===== src/rtl/angle_convert_scheduler.sv =====
// Round-robin scheduler sharing one Q1.14 radian-to-degree multiplier between N_CH
// attitude channels; holds the latest degree result per channel with a completion pulse.
module angle_convert_scheduler #(
  parameter int                 N_CH      = 3,
  parameter logic signed [31:0] SCALE_Q14 = 32'sd938735,
  parameter int                 SHIFT     = 28
) (
  input  logic                 clk,
  input  logic                 rst,
  input  logic                 enable,
  input  logic [N_CH-1:0]      req_valid,
  input  logic [16*N_CH-1:0]   req_rad,
  output logic [N_CH-1:0]      req_ready,
  output logic [16*N_CH-1:0]   deg_out,
  output logic [N_CH-1:0]      deg_valid,
  output logic                 busy
);

  localparam int IDXW = (N_CH > 1) ? $clog2(N_CH) : 1;

  typedef enum logic [1:0] {
    S_IDLE  = 2'd0,
    S_MULT  = 2'd1,
    S_WRITE = 2'd2
  } state_t;

  state_t              r_state;
  state_t              w_state_nxt;
  logic [IDXW-1:0]     r_rr_ptr;
  logic [IDXW-1:0]     r_ch;
  logic [IDXW-1:0]     w_sel;
  logic                w_hit;
  logic                w_grant;
  logic signed [15:0]  r_operand;
  logic signed [63:0]  r_product;
  logic signed [63:0]  w_op64;
  logic signed [63:0]  w_scale64;
  logic signed [15:0]  w_deg;
  logic [16*N_CH-1:0]  r_deg;
  logic [N_CH-1:0]     r_deg_valid;

  // Scan downward in priority so the last hit is the nearest valid channel after rr_ptr.
  always_comb begin
    w_sel = '0;
    w_hit = 1'b0;
    for (int k = N_CH; k >= 1; k--) begin
      int idx;
      idx   = (int'(r_rr_ptr) + k) % N_CH;
      w_sel = req_valid[idx] ? IDXW'(idx) : w_sel;
      w_hit = w_hit | req_valid[idx];
    end
    w_grant = w_hit && enable && (r_state == S_IDLE) && !rst;
  end

  always_comb begin
    w_state_nxt = r_state;
    case (r_state)
      S_IDLE:  w_state_nxt = w_grant ? S_MULT : S_IDLE;
      S_MULT:  w_state_nxt = S_WRITE;
      S_WRITE: w_state_nxt = S_IDLE;
      default: w_state_nxt = S_IDLE;
    endcase
  end

  assign w_op64    = 64'(r_operand);
  assign w_scale64 = 64'(SCALE_Q14);
  assign w_deg     = 16'(r_product >>> SHIFT);

  always_ff @(posedge clk or posedge rst) begin
    if (rst) begin
      r_state   <= S_IDLE;
      r_rr_ptr  <= IDXW'(N_CH - 1);
      r_ch      <= '0;
      r_operand <= 16'sd0;
      r_product <= 64'sd0;
    end else begin
      r_state <= w_state_nxt;
      if (w_grant) begin
        r_rr_ptr  <= w_sel;
        r_ch      <= w_sel;
        r_operand <= req_rad[16*w_sel +: 16];
      end
      if (r_state == S_MULT) begin
        r_product <= w_op64 * w_scale64;
      end
    end
  end

  // Only the channel being written changes; the others keep their last result.
  always_ff @(posedge clk or posedge rst) begin
    if (rst) begin
      r_deg       <= '0;
      r_deg_valid <= '0;
    end else begin
      r_deg_valid <= '0;
      if (r_state == S_WRITE) begin
        r_deg[16*r_ch +: 16] <= w_deg;
        r_deg_valid          <= {{(N_CH-1){1'b0}}, 1'b1} << r_ch;
      end
    end
  end

  assign req_ready = w_grant ? ({{(N_CH-1){1'b0}}, 1'b1} << w_sel) : '0;
  assign deg_out   = r_deg;
  assign deg_valid = r_deg_valid;
  assign busy      = (r_state != S_IDLE);

endmodule


===== config.mk =====
export PLATFORM = sky130hd
export DESIGN_NAME = angle_convert_scheduler
export DESIGN_NICKNAME = d
export VERILOG_FILES = /design/src/rtl/angle_convert_scheduler.sv
export SDC_FILE = /design/constraint.sdc
export NUM_CORES = 1
export LEC_CHECK = 0
export ABC_AREA = 1
export BUFFER_PORTS_ARGS = -buffer_cell sky130_fd_sc_hd__buf_2
export CAP_MARGIN = 20
export CORE_ASPECT_RATIO = 0.9
export CORE_MARGIN = 3
export CORE_UTILIZATION = 56
export CTS_CLUSTER_DIAMETER = 40
export DETAILED_ROUTE_END_ITERATION = 10
export PLACE_DENSITY = 0.86
export SLEW_MARGIN = 20
export SYNTH_ARGS = -nofsm -noshare
export SYNTH_HDL_FRONTEND = slang
export SYNTH_SLANG_ARGS = --single-unit

===== constraint.sdc =====
create_clock -name clk -period 4.8 [get_ports clk]
set_input_delay 0.96 -clock clk [delete_from_list [all_inputs] [get_ports clk]]
set_output_delay 0.96 -clock clk [all_outputs]
set_load 0.01 [all_outputs]

==> results.md <==
* Max Fclk at 0.1952 GHz
* Largest family of logic cells by synthesized area: adder cells
* Utilization after layout at 71.78%
* Simple-gate portion of the synthesized area at between 10% and 20%
* Clk slew on worst S/H paths at 60 ps
* Drc violations at 0
* GPL Wtd Cong at 0.9739
* Area grow syn2layout at 23.12%
* Reg2Reg Launch Point: r_operand[5]
* Share of cells above drive strength 1 at between 20% and 30%
* Fillers at 1162
* Final wirelength at 28750 µm
* Register area share after synthesis at between 10% and 20%
* Area taken by multi-input logic gates at 7391 µm²
* Worst hold path type: reg2reg
* Status: finished with violations
* Syn_area_per_cell at 8.323 µm²
* Total Routing Usage GR at 30.56%
* Share of synthesized flip-flops with an asynchronous set or reset at 100.0%
* Iter 0 DRT Violations at 715
* Syn nets at roughly 1500
* CP Max Fanout at 3
* Tcrit/Tclk final at 106.7%
* # diodes at 0
* Unrepaired setup endpoints after global routing: true
* Worst reg-to-reg path cell count at 22
* Fin Setup TNS at -2185 ps
* CTS tree: built
* Top-level I/O count at 109
* Commonest cells post-synth: inv_1 (266), nand2_1 (213), ha_1 (162)
* Initial antenna violation count at 0
* First-pass GRT wire length at 44710 µm
* CP max stage cell: fa_2
* Synth Flop Type: dfrtp_1
* Critical Path Sink Type: flip-flop
* Compound-cell area share of the yosys netlist at 6.913%
* Max stage delay on crit path at 620 ps
* Worst path cell trace: fa_2, inv_2, fa_2, inv_2, fa_1, inv_1, fa_1, inv_1, fa_1, inv_2, fa_1, inv_2, ha_4, nand2_2, nor2_2, nand3_2, nand3_2, nand4_1, nand2_1, nand2_1, nand3_1, nand2_1
* Number of buffers added on ports at 108
* Routed Antenna Nets at 0
* Clk_lat worst skew at 340 ps
* Synth Cell Area at 9629 µm²
* H-tree depth at 3
* # clock sinks at 60
* Hold Path Origin: deg_out[0]
* Critical path class: reg2reg
* Final WS setup at -321.9 ps
* EDFF count, synth at 0
* Final Max Tran Viols at 0
* Post-synth top area share at roughly a quarter
* CTS Buffer Depth at 2
* Finish-stage setup viols at 9
* Relative slew margins at between 30% and 40%
* Starting Density at approximately 60%
* Avg WL per Cell at 18.37 µm
* Cell Count Post-Placement at approximately 1500
* First-pass detailed-route iteration total at 6
* Setup crit start kind: flip-flop
* Max-cap check violation count at 0
* Setup Skew at 7.842 ps
* Seq. cell area at 1509 µm²
* Post-DP HPWL at 22550 µm
* CTS Hold Bufs at 0
* Final min period at just over 5000 ps
* Routed vias/inst at approximately 5.5
* CTS root buf: clkbuf_16
* Dpl cell area at between 10000 and 15000 µm²
* Largest cells by area after synthesis: fa_1 (25%), ha_1 (21%), dfrtp_1 (15%)
* Num rows at 44
* Hold Path End: deg_out[0]
* Count leader, synth: inv_1
* Total Nets Final at 1688
* Die Span Y at 130.4 µm
* Area share of fa/ha/maj cells after synthesis at between 40% and 50%
* R2R Setup Slk at -320 ps
* Slew @ Worst Pin at roughly 1000 ps
* Mapped Cells at 1157
* Synthesized flop and latch total at 60
* Data arrival time of the worst path at between 5000 and 6000 ps
* Finished Cell Area at about 12000 µm²
* Reg2reg end: r_product[29]
* CTS buffer count at 9
* Grt ovf at 0
* Die X at 144.2 µm
* DR vias at 8633
* Hold depth at 2
* Non-filler cells, final at 1565
* Largest net degree at the start of global routing at 61
* Die Footprint at 18810 µm²
* Final hold vios at 0
* Core Box Area at 16520 µm²
* CP Data Required Time at 5030 ps
* Failing checks: setup timing
* Mux share of post-synthesis cell area at 0%
* Unique masters post-synth at 46
* Yosys top cell by area: fa_1
* Xor-xnor portion of the synthesized cell area at 0.1819%
* Synth Warn # at 0
* Vias in the first global route at 8844
## registers in the layout, indices dropped and copies added (netlist names)
register   cells
r_ch           1
deg_valid      3
r_product      9
r_rr_ptr       2
r_operand     16
deg_out       27
r_state        2
## repair_timing
action,CTS,global route
pin swaps,40,28
endpoints found under the setup margin,9,9
setup buffers,6,2
gates resized for setup,66,53
## area by class of cell
class,count,share of cell area [%]
clock buffers,9,1.900
flip-flops and latches,60,12.73
well taps,207,2.185
repair buffers,217,11.56
multi-input cells,793,62.34
clock inverters,7,0.6332
inverters,272,8.654
## layout by cell type (no fill, tap or decap), types with 11 or more instances in the layout
cell type  netlist  final
o21ai_0         45     33
fa_1           119    111
inv_1          266    254
a21oi_1         33     26
nor2_2           1     12
nand2_1        213    193
nor2_1          65     50
buf_2            1    108
buf_4           21    106
o21ai_1          3     11
nand2_2          5     24
dfrtp_1         59     54
inv_2            1     13
ha_1           162    142
nand3_1         58     49
nand4_1         30     30
nand3_2          3     12
ha_4             0     18
## per-layer routing
layer	GRT usage, %	wire length, µm	up-vias
li1	-	-	4000
met1	41.35	11870	4143
met2	50.96	13860	414
met3	3.930	1926	76
met4	11.08	1087	0
met5	0	0	-
## how the worst max path moves through the flow
stage            startpoint             to  slack [ps]  depth (start not counted)
6_report       r_operand[5]  r_product[29]        -320                         22
5_1_grt        r_operand[4]  r_product[32]        -490                         23
4_1_cts        r_operand[6]  r_product[33]        -190                         21
3_5_place_dp   r_operand[9]  r_product[29]        -350                         18
3_3_place_gp   r_operand[8]  r_product[29]        -270                         18
2_1_floorplan  r_operand[5]  r_product[28]         -70                         24
## metrics by stage
stage | hold WS (ps) | setup WS [ps]
floorplan | 475.8 | -68.44
global placement | 487.8 | -274.4
detailed placement | 491.3 | -347.1
CTS | 514.3 | -191.4
global route | 525.0 | -486.6
finish | 506.7 | -321.9
## kinds of logic after synthesis
| logic type | count (synthesis) |
|---|---|
| AOI/OAI and AO/OA | 112 |
| xor gates and xnor gates | 2 |
| adders and majority gates | 281 |
| buffers and inverters | 304 |
| DFF | 60 |
| and+or+nand+nor | 398 |
## worst max-delay path, delay by kind of cell, from the launching register on
family | cells | cell delay (ps)
fa+ha+maj | 7 | 3410
buf+inv | 6 | 290
flops | 1 | 430
simple gates | 9 | 910
Power is not shown: default switching activity piles up to over one toggle a cycle in this logic, so the estimate is an artifact.
